$ cat config.mk
export PLATFORM = sky130hd
export DESIGN_NAME = rs232_avs_responder_flat
export DESIGN_NICKNAME = d
export VERILOG_FILES = /design/src/rtl/rs232_pkg.sv /design/src/rtl/rs232_avs_responder_if.sv /design/src/rtl/rs232_avs_responder_sync_fifo.sv /design/src/rtl/rs232_avs_responder.sv /design/src/flat_wrapper.sv
export SDC_FILE = /design/constraint.sdc
export NUM_CORES = 1
export LEC_CHECK = 0
export ABC_AREA = 1
export BUFFER_PORTS_ARGS = -buffer_cell sky130_fd_sc_hd__buf_2
export CAP_MARGIN = 0
export CORE_UTILIZATION = 35
export CTS_CLUSTER_DIAMETER = 60
export DETAILED_ROUTE_END_ITERATION = 10
export PLACE_DENSITY = 0.63
export SETUP_SLACK_MARGIN = 0.02
export SYNTH_ARGS = -nofsm -noshare
export SYNTH_HDL_FRONTEND = slang
export SYNTH_SLANG_ARGS = --single-unit
$ cat constraint.sdc
create_clock -name avm_clk -period 2.13 [get_ports avm_clk]
set_clock_uncertainty 0.2 [all_clocks]
set_input_delay 0.213 -clock avm_clk [delete_from_list [all_inputs] [get_ports avm_clk]]
set_output_delay 0.213 -clock avm_clk [all_outputs]
set_load 0.1 [all_outputs]
$ cat src/rtl/rs232_pkg.sv
// rtl/rs232_pkg.sv - shared register map, status layout and FSM states for the RS232 Avalon responder
package rs232_pkg;

    localparam logic [4:0] RX_BASE     = 5'h00;
    localparam logic [4:0] TX_BASE     = 5'h04;
    localparam logic [4:0] STATUS_BASE = 5'h08;

    localparam int TX_OK_BIT        = 6;
    localparam int RX_OK_BIT        = 7;
    localparam int RX_UNDERFLOW_BIT = 8;
    localparam int PROTO_ERR_BIT    = 9;

    typedef enum logic [1:0] {
        IDLE,
        ACK,
        WSTALL
    } state_t;

    function automatic logic [31:0] status_word(input logic proto_err, input logic rx_underflow,
                                                input logic rx_ok, input logic tx_ok);
        logic [31:0] w;
        w                   = '0;
        w[PROTO_ERR_BIT]    = proto_err;
        w[RX_UNDERFLOW_BIT] = rx_underflow;
        w[RX_OK_BIT]        = rx_ok;
        w[TX_OK_BIT]        = tx_ok;
        return w;
    endfunction

endpackage

$ cat src/rtl/rs232_avs_responder_if.sv
// rtl/rs232_avs_responder_if.sv - Avalon-MM register bus between the polling master and the responder
interface rs232_avs_responder_if;
    logic [4:0]  avm_address;
    logic        avm_read;
    logic        avm_write;
    logic [31:0] avm_writedata;
    logic [31:0] avm_readdata;
    logic        avm_waitrequest;

    modport master (
        output avm_address, avm_read, avm_write, avm_writedata,
        input  avm_readdata, avm_waitrequest
    );

    modport slave (
        input  avm_address, avm_read, avm_write, avm_writedata,
        output avm_readdata, avm_waitrequest
    );
endinterface

$ cat src/rtl/rs232_avs_responder_sync_fifo.sv
// rtl/rs232_avs_responder_sync_fifo.sv - single-clock FIFO; pop-then-push keeps a full FIFO full
module sync_fifo #(
    parameter int WIDTH = 8,
    parameter int DEPTH = 16
) (
    input  logic                     clk,
    input  logic                     resetn,
    input  logic                     push,
    input  logic                     pop,
    input  logic [WIDTH-1:0]         din,
    output logic [WIDTH-1:0]         dout,
    output logic                     full,
    output logic                     empty,
    output logic [$clog2(DEPTH):0]   count
);
    localparam int AW = $clog2(DEPTH);
    localparam int CW = AW + 1;

    logic [WIDTH-1:0] mem [DEPTH];
    logic [AW-1:0]    wr_ptr;
    logic [AW-1:0]    rd_ptr;
    logic             do_push;
    logic             do_pop;

    assign empty   = (count == '0);
    assign full    = (count == CW'(DEPTH));
    assign do_pop  = pop && !empty;
    // a pop frees the head slot this same edge, so a push into a full FIFO is legal then
    assign do_push = push && (!full || do_pop);
    assign dout    = mem[rd_ptr];

    always_ff @(posedge clk) begin
        if (do_push) begin
            mem[wr_ptr] <= din;
        end
    end

    always_ff @(posedge clk) begin
        if (!resetn) begin
            wr_ptr <= '0;
            rd_ptr <= '0;
            count  <= '0;
        end else begin
            if (do_push) begin
                wr_ptr <= wr_ptr + AW'(1);
            end
            if (do_pop) begin
                rd_ptr <= rd_ptr + AW'(1);
            end
            case ({do_push, do_pop})
                2'b10:   count <= count + CW'(1);
                2'b01:   count <= count - CW'(1);
                default: count <= count;
            endcase
        end
    end
endmodule

$ cat src/rtl/rs232_avs_responder.sv
// rtl/rs232_avs_responder.sv - Avalon-MM slave exposing RX pop, TX push and status over two byte FIFOs
module rs232_avs_responder #(
    parameter int RX_DEPTH = 16,
    parameter int TX_DEPTH = 16
) (
    input  logic                      avm_clk,
    input  logic                      avm_rst_n,
    rs232_avs_responder_if.slave      avs,
    input  logic                      rx_in_valid,
    input  logic [7:0]                rx_in_data,
    output logic                      rx_in_ready,
    output logic                      tx_out_valid,
    output logic [7:0]                tx_out_data,
    input  logic                      tx_out_ready
);
    import rs232_pkg::*;

    state_t      state, state_d;
    logic [4:0]  addr_q, addr_d;
    logic [7:0]  wdata_q, wdata_d;
    logic        is_rd_q, is_rd_d;
    logic        rx_hit_q, rx_hit_d;
    logic [31:0] readdata_d;
    logic        under_q, proto_q;
    logic        under_set, proto_set, sticky_clr;

    logic        rx_push, rx_pop, rx_full, rx_empty;
    logic [7:0]  rx_dout;
    logic        tx_push, tx_pop, tx_full, tx_empty;
    logic [$clog2(RX_DEPTH):0] rx_count;
    logic [$clog2(TX_DEPTH):0] tx_count;
    logic        unused_bits;

    assign unused_bits  = ^{avs.avm_writedata[31:8], rx_count, tx_count};

    assign rx_in_ready  = avm_rst_n && !rx_full;
    assign rx_push      = rx_in_valid && rx_in_ready;
    assign tx_out_valid = avm_rst_n && !tx_empty;
    assign tx_pop       = tx_out_valid && tx_out_ready;

    sync_fifo #(.WIDTH(8), .DEPTH(RX_DEPTH)) u_rx_fifo (
        .clk(avm_clk), .resetn(avm_rst_n), .push(rx_push), .pop(rx_pop), .din(rx_in_data),
        .dout(rx_dout), .full(rx_full), .empty(rx_empty), .count(rx_count)
    );

    sync_fifo #(.WIDTH(8), .DEPTH(TX_DEPTH)) u_tx_fifo (
        .clk(avm_clk), .resetn(avm_rst_n), .push(tx_push), .pop(tx_pop), .din(wdata_q),
        .dout(tx_out_data), .full(tx_full), .empty(tx_empty), .count(tx_count)
    );

    // read data and status are decided in the request cycle and registered into the ACK cycle
    always_comb begin
        state_d    = state;
        addr_d     = addr_q;
        wdata_d    = wdata_q;
        is_rd_d    = is_rd_q;
        rx_hit_d   = rx_hit_q;
        readdata_d = '0;
        under_set  = 1'b0;
        proto_set  = 1'b0;
        sticky_clr = 1'b0;
        rx_pop     = 1'b0;
        tx_push    = 1'b0;
        unique case (state)
            IDLE: begin
                if (avs.avm_read) begin
                    state_d   = ACK;
                    addr_d    = avs.avm_address;
                    is_rd_d   = 1'b1;
                    rx_hit_d  = 1'b0;
                    proto_set = avs.avm_write;
                    if (avs.avm_address == RX_BASE) begin
                        if (rx_empty) begin
                            under_set = 1'b1;
                        end else begin
                            readdata_d = {24'b0, rx_dout};
                            rx_hit_d   = 1'b1;
                        end
                    end else if (avs.avm_address == STATUS_BASE) begin
                        readdata_d = status_word(proto_q, under_q, !rx_empty, !tx_full);
                        sticky_clr = 1'b1;
                    end
                end else if (avs.avm_write) begin
                    addr_d   = avs.avm_address;
                    wdata_d  = avs.avm_writedata[7:0];
                    is_rd_d  = 1'b0;
                    rx_hit_d = 1'b0;
                    state_d  = (avs.avm_address == TX_BASE && tx_full) ? WSTALL : ACK;
                end
            end
            ACK: begin
                state_d = IDLE;
                rx_pop  = is_rd_q && rx_hit_q;
                tx_push = !is_rd_q && (addr_q == TX_BASE);
            end
            WSTALL: begin
                if (!tx_full) begin
                    state_d = ACK;
                end
            end
            default: state_d = IDLE;
        endcase
    end

    always_ff @(posedge avm_clk) begin
        if (!avm_rst_n) begin
            state               <= IDLE;
            addr_q              <= '0;
            wdata_q             <= '0;
            is_rd_q             <= 1'b0;
            rx_hit_q            <= 1'b0;
            under_q             <= 1'b0;
            proto_q             <= 1'b0;
            avs.avm_waitrequest <= 1'b1;
            avs.avm_readdata    <= '0;
        end else begin
            state               <= state_d;
            addr_q              <= addr_d;
            wdata_q             <= wdata_d;
            is_rd_q             <= is_rd_d;
            rx_hit_q            <= rx_hit_d;
            under_q             <= (under_q && !sticky_clr) || under_set;
            proto_q             <= (proto_q && !sticky_clr) || proto_set;
            avs.avm_waitrequest <= (state_d != ACK);
            avs.avm_readdata    <= readdata_d;
        end
    end
endmodule

$ cat src/flat_wrapper.sv
// flat-port wrapper written by rule: the top's interface ports become plain ports
module rs232_avs_responder_flat import rs232_pkg::*;
#(
    parameter int RX_DEPTH = 16,
    parameter int TX_DEPTH = 16
)
  (avm_clk, avm_rst_n, rx_in_valid, rx_in_data, rx_in_ready, tx_out_valid, tx_out_data, tx_out_ready, avs_avm_address, avs_avm_read, avs_avm_write, avs_avm_writedata, avs_avm_readdata, avs_avm_waitrequest);
  rs232_avs_responder_if avs_i ();
  input  logic avm_clk;
  input  logic avm_rst_n;
  input  logic rx_in_valid;
  input  logic [7:0] rx_in_data;
  output logic rx_in_ready;
  output logic tx_out_valid;
  output logic [7:0] tx_out_data;
  input  logic tx_out_ready;
  input wire logic [$bits(avs_i.avm_address)-1:0] avs_avm_address;
  input wire logic [$bits(avs_i.avm_read)-1:0] avs_avm_read;
  input wire logic [$bits(avs_i.avm_write)-1:0] avs_avm_write;
  input wire logic [$bits(avs_i.avm_writedata)-1:0] avs_avm_writedata;
  output wire logic [$bits(avs_i.avm_readdata)-1:0] avs_avm_readdata;
  output wire logic [$bits(avs_i.avm_waitrequest)-1:0] avs_avm_waitrequest;
  assign avs_i.avm_address = avs_avm_address;
  assign avs_i.avm_read = avs_avm_read;
  assign avs_i.avm_write = avs_avm_write;
  assign avs_i.avm_writedata = avs_avm_writedata;
  assign avs_avm_readdata = avs_i.avm_readdata;
  assign avs_avm_waitrequest = avs_i.avm_waitrequest;
  rs232_avs_responder #(.RX_DEPTH(RX_DEPTH), .TX_DEPTH(TX_DEPTH)) u_core (.avm_clk(avm_clk), .avm_rst_n(avm_rst_n), .avs(avs_i), .rx_in_valid(rx_in_valid), .rx_in_data(rx_in_data), .rx_in_ready(rx_in_ready), .tx_out_valid(tx_out_valid), .tx_out_data(tx_out_data), .tx_out_ready(tx_out_ready));
endmodule
Word-level counts from Yosys, hierarchy flattened
Memory sizes are Yosys's and may differ from the RTL's. A register that Yosys moved wholly into a read port is not among the register bits.
Cells that the tools add are included.
{"block": "classes", "bitwise": 1, "n_mux": 37, "reduce_logical": 33, "add_sub_neg": 8, "eq_ne": 12}
{"op": "2-to-1 mux 32 bit", "n": 1}
{"op": "2-to-1 mux 1 bit", "n": 21}
{"op": "case mux 5 bit (2 select lines)", "n": 2}
{"op": "adder 4 x 1 -> 4 bit (second input constant)", "n": 4}
{"op": "2-to-1 mux 4 bit", "n": 4}
{"op": "logical NOT 5 bit", "n": 3}
{"op": "logical AND 1 bit", "n": 13}
{"op": "adder 5 x 1 -> 5 bit (second input constant)", "n": 2}
{"op": "== test 5 x 3 -> 1 bit (second input constant)", "n": 2}
{"op": "== test 5 bit (second input constant)", "n": 2}
{"op": "2-to-1 mux 10 bit", "n": 1}
{"op": "2-to-1 mux 5 bit", "n": 2}
{"op": "subtractor 5 x 1 -> 5 bit (second input constant)", "n": 2}
{"op": "2-to-1 mux 2 bit", "n": 4}
{"op": "2-to-1 mux 8 bit", "n": 1}
{"op": "== test 2 x 1 -> 1 bit (second input constant)", "n": 3}
{"op": "== test 2 bit (second input constant)", "n": 3}
{"op": "logical NOT 1 bit", "n": 6}
{"op": "AND reduction 3 bit", "n": 2}
{"op": "nonzero test 2 bit", "n": 3}
{"op": "== test 5 x 4 -> 1 bit (second input constant)", "n": 1}
{"op": "logical OR 1 bit", "n": 4}
{"op": "case mux 2 bit (2 select lines)", "n": 1}
{"op": "logical NOT 2 bit", "n": 1}
{"op": "other kinds (3)", "n": 3}
{"block": "totals", "ff_bits": 78, "mem_bits_rw": 256, "out_inout_bits": 43, "memories": 2, "word_cells": 108}
{"memory": "u_core.u_rx_fifo.mem", "words": 16, "width": 8, "read_ports": 1, "rd_ports_with_merged_regs": 1, "write_ports": 1, "line": "rs232_avs_responder_sync_fifo.sv:19", "rtl": "logic [WIDTH-1:0] mem [DEPTH];"}
{"memory": "u_core.u_tx_fifo.mem", "words": 16, "width": 8, "read_ports": 1, "rd_ports_with_merged_regs": 1, "write_ports": 1, "line": "rs232_avs_responder_sync_fifo.sv:19"}

Longest topological paths before layout
{"block": "logic_depth", "depth_word": 9, "ltp_mapped": 16, "ltp_nobuf": 16}

Hierarchy
A second synthesis with hierarchy kept.
{"block": "unflattened", "cells_unflattened": 1253, "area_unflattened_um2": 13701.9}
{"mod": "sync_fifo", "area_per_inst_um2": 6183.4, "cells_per_inst": 538, "seq_area_each_um2": 4184.0, "instances": 2}
{"mod": "rs232_avs_responder", "area_per_inst_um2": 1335.0, "cells_per_inst": 177, "seq_area_each_um2": 600.6, "instances": 1}

Worst setup path before layout
Ideal clock, no wire load.
{"block": "synth_path", "path_kind": "register to register", "startpoint": "register u_core.u_rx_fifo.count[0]", "endpoint": "register u_core.u_rx_fifo.count[4]", "period_less_slack_ns": 2.793, "arrival_time_ns": 2.461, "path_slack_ns": -0.663, "stages_incl_launch_ff": 17, "required_time_ns": 1.798, "path_cell_list": "dfxtp_1 nor2_1 nand4_1 nand2_1 inv_1 nand2_2 ha_1 xor2_1 ha_1 inv_1 nand2_1 nand3_1 nand2_1 nand2_1 nand2_1 nand2_1 a21oi_1"}
{"block": "synth_via", "elab_chain_cells": 7, "elab_cells_between_ends": 15, "cone_classes": "add/sub (2); eq/ne (3); mux (1); reduce/logical (9)"}
{"element": "start, declared", "line": "rs232_avs_responder_sync_fifo.sv:14", "rtl": "output logic [$clog2(DEPTH):0] count"}
{"element": "start signal, assigned", "line": "rs232_avs_responder_sync_fifo.sv:51", "rtl": "2'b10: count <= count + CW'(1);"}
{"element": "start signal, assigned", "line": "rs232_avs_responder_sync_fifo.sv:52", "rtl": "2'b01: count <= count - CW'(1);"}
{"element": "start signal, assigned", "line": "rs232_avs_responder_sync_fifo.sv:53", "rtl": "default: count <= count;"}
{"element": "== test 5 bit (*)", "line": "rs232_avs_responder_sync_fifo.sv:26", "rtl": "assign full = (count == CW'(DEPTH));"}
{"element": "logical NOT 1 bit (*)", "line": "rs232_avs_responder.sv:36", "rtl": "assign rx_in_ready = avm_rst_n && !rx_full;"}
{"element": "logical AND 1 bit (*)", "line": "rs232_avs_responder.sv:36"}
{"element": "net rx_in_ready", "line": "flat_wrapper.sv:13", "rtl": "output logic rx_in_ready;"}
{"element": "logical AND 1 bit (*)", "line": "rs232_avs_responder.sv:37", "rtl": "assign rx_push = rx_in_valid && rx_in_ready;"}
{"element": "logical AND 1 bit (*)", "line": "rs232_avs_responder_sync_fifo.sv:29", "rtl": "assign do_push = push && (!full || do_pop);"}
{"element": "== test 2 x 1 -> 1 bit or == test 2 bit (tied branches)", "line": "rs232_avs_responder_sync_fifo.sv:50", "rtl": "case ({do_push, do_pop})"}
{"element": "case mux 5 bit (2 select lines) or nonzero test 2 bit (tied branches)"}
Mark *: on every way through the listed nets, which the timed path passes. The rest lies on a longest branch.
A chain may end at the register's enable or synchronous reset.

==> flow_summary_export.csv <==
group,metric,value,unit
global_route,grt_max_degree,52,
pwr,p_clk_share,41.9,%
synthesis,synth_flop_cell,"edfxtp_1",
global_route,gr-total-overflow,0,
synthesis,synth.distinct_cells,34,
timing,setup_viol_count_final,9,
detailed_routing,wirelength,29700,um
timing,setup_ws,-0.2847,ns
hold_path,min-delay-start,"avm_rst_n",
place,portBuffers,47,
synthesis,synth_cells,1214,
clocking,cts_tree,"done",
timing,hold_viol,0,
critical_path,critPathCaptureType,"output pin",
pwr,p_seq_share,45.6,%
synthesis,synth_warnings,0,
synthesis,ys_seq_area_share,67.51,%
clocking,clk_latency,0.53,ns
synthesis,yosysMostFrequentCell,"edfxtp_1",
synthesis,ys_top_cells_by_area,"edfxtp_1, dfxtp_1, nor2_1",
critical_path,timing.rr.start,"u_core.u_rx_fifo.count[0]$_SDFFE_PN0P_",
pwr,p_int,11470,uW
clocking,clockBufferDepth,3,
critical_path,cp_max_fo,6,
floorplan,dieArea,38740,um2
clocking,cts-root-buf,"clkbuf_16",
synthesis,ys_ff_latch,320,
floorplan,core_area,36960,um2
detailed_routing,viasPerCell,4.804,
final_layout,drive_above_1_share,21.48,%
detailed_routing,first_pass_iters,5,
final_layout,syn_to_final_growth,26.33,%
critical_path,cp.arrival,2.00,ns
global_route,grt_usage,15.27,%
pwr,p_switching,3754,uW
synthesis,synth-edff-count,256,
timing,drv_slew,0,
place,dpl_cell_area,14800,um2
detailed_routing,wl_per_cell,15.66,um
status,violations,"negative setup slack",
clocking,cts_max_level,2,
hold_path,hold_class,"in -> reg",
global_route,antenna_found_initial,0,
detailed_routing,drc,0,
synthesis,synth_top_area_share,57.86,%
floorplan,die_y,196.8,um
clocking,cts_sinks,320,
clocking,cts_made_buffers,36,
synthesis,yosysTopAreaCell,"edfxtp_1",
timing,period_share,113.4,%
place,gp_routability_congestion,0.8139,
floorplan,rows,70,
timing,fmax,0.4141,GHz
timing,tightestPinTransition,0.7712,ns
final_layout,final_area,16780,um2
floorplan,pin_count,94,
pwr,vdd_drop_max,697.4,uV
detailed_routing,vias,9109,
status,outcome,"complete, but fails checks",
pwr,power.density,907.3,nW/um2
timing,relSlewSlack,48.52,%
clocking,path_clk_slew,0.06,ns
floorplan,die_x,196.8,um
synthesis,async_reset_ff_share,0,%
floorplan,start_util,35.94,%
synthesis,synth_area,13290,um2
timing,finalSetupTns,-2.095,ns
global_route,grt_pass1_vias,8845,
pwr,switching_share,24.65,%
final_layout,fill_cells,3390,
synthesis,synth_common_cells,"edfxtp_1, nor2_1, o21ai_0",
critical_path,cp.required,1.72,ns
job,maxCapViolations,0,
timing,rsz0062_at_grt,"yes",
synthesis,syn_area_per_cell,10.94,um2
critical_path,cp-start-kind,"flip-flop",
final_layout,finalNetCount,1434,
detailed_routing,drtAntennaViolNets,0,
place,hpwl,18330,um
timing,fin_crit,2.415,ns
pwr,leakagePower,0.006149,uW
detailed_routing,dr.first_iter.drc_count,577,
global_route,grt_pass1_wl,46360,um
pwr,combPwrFrac,12.6,%
final_layout,diodes,0,
critical_path,critical_path_class,"reg -> out",
==> power by group through the flow <==
stage | registers (uW) | clock network, uW | logic, uW
floorplan | 7040 | 0 | 1140
global placement | 7050 | 0 | 1660
detailed placement | 7060 | 0 | 1680
CTS | 6930 | 6520 | 1820
global route | 6950 | 6740 | 2060
finish | 6940 | 6370 | 1910
==> path summary, 6_finish.rpt <==
kind	end	slack, ns	depth (start not counted)
max	tx_out_data[3]	-0.28	9
min	u_core.u_tx_fifo.rd_ptr[0]$_SDFFE_PN0N_	0.03	4
max reg2reg	u_core.u_rx_fifo.count[4]$_SDFFE_PN0P_	-0.01	16
min reg2reg	u_core.proto_q$_SDFF_PN0_	0.27	2
==> per-stage QoR <==
step | instances | hold WS, ns | worst slack [ns] | utilization [%] | total power [uW]
5_1_grt | 1896 | 0.03528 | -0.3927 | 45.41 | 15750
6_report | 1896 | 0.03412 | -0.2847 | 45.41 | 15230
4_1_cts | 1885 | 0.006915 | -0.3340 | 44.55 | 15280
3_5_place_dp | 1786 | 0.2550 | -0.1111 | 40.03 | 8737
3_3_place_gp | 1786 | 0.2426 | -0.03501 | 40.03 | 8708
2_1_floorplan | 1235 | 0.1119 | -0.4496 | - | 8185
==> worst max-delay path, stage by stage, from the launching register on <==
cell and delay, ns:
dfxtp_4 0.40, inv_8 0.06, buf_12 0.13, nor2_4 0.06, nor2_1 0.04, o21ai_1 0.12
o21ai_1 0.11, o211ai_1 0.28, nand2_2 0.11, buf_12 0.17
==> sequential cells by signal (all words and copies together), names as in the netlist, 2 cells and up, named ones only <==
| name | count |
|---|---|
| u_core.avs.avm_readdata | 10 |
| u_core.u_rx_fifo.wr_ptr | 4 |
| u_core.u_tx_fifo.wr_ptr | 4 |
| u_core.u_rx_fifo.mem | 128 |
| u_core.wdata_q | 8 |
| u_core.u_rx_fifo.rd_ptr | 4 |
| u_core.u_tx_fifo.count | 5 |
| u_core.u_tx_fifo.mem | 128 |
| u_core.u_rx_fifo.count | 5 |
| u_core.state | 2 |
| u_core.addr_q | 5 |
| u_core.u_tx_fifo.rd_ptr | 4 |
==> kinds of logic (layout without fill, tap and decap cells) <==
logic type,Yosys count,count (layout),synth area share (%)
AO/OA/AOI/OAI,244,244,10.15
XOR/XNOR,10,10,0.6592
adder cells (fa/ha/maj),18,18,1.752
AND/OR/NAND/NOR,466,466,14.46
buffers and inverters,155,312,5.444
flip-flops,320,320,67.51
other,1,22,0.02823
==> cell usage in the layout, fill, tap and decap left out, drive strengths merged, types with 28 or more instances in the layout <==
cell type and instances:
a21oi 28, clkbuf 48, dfxtp 64, nand3 54, buf 136, inv 83, nand2 142, dlygate4sd3 28
edfxtp 256, o211ai 35, o21ai 154, nor2 255
==> area by class of cell <==
| class | instances | area (um2) | share of cell area, % |
|---|---|---|---|
| multi-input combinational | 760 | 4030 | 24.01 |
| clock inverter | 17 | 234.0 | 1.394 |
| inverter | 81 | 317.8 | 1.894 |
| timing repair buffer | 166 | 1580 | 9.416 |
| tap | 504 | 630.6 | 3.757 |
| clock buffer | 48 | 998.5 | 5.949 |
| sequential | 320 | 8992 | 53.58 |
==> per-layer routing <==
layer  track usage, %  vias up  wire length [um]
li1                 -     4466                 -
met2            25.94      187             14580
met3            2.567       56              1238
met1            19.58     4400             13090
met4            5.570        0               794
met5                0        -                 0
==> repair_timing <==
item                       CTS  global route
pin swaps                   19            34
setup endpoints to repair   27           233
buffers inserted             4            12
hold endpoints to repair   159             0
hold buffers                28             0
cloned                       2             0
resized for setup           34            54
No activity file was read; power rests on OpenSTA's default activity.
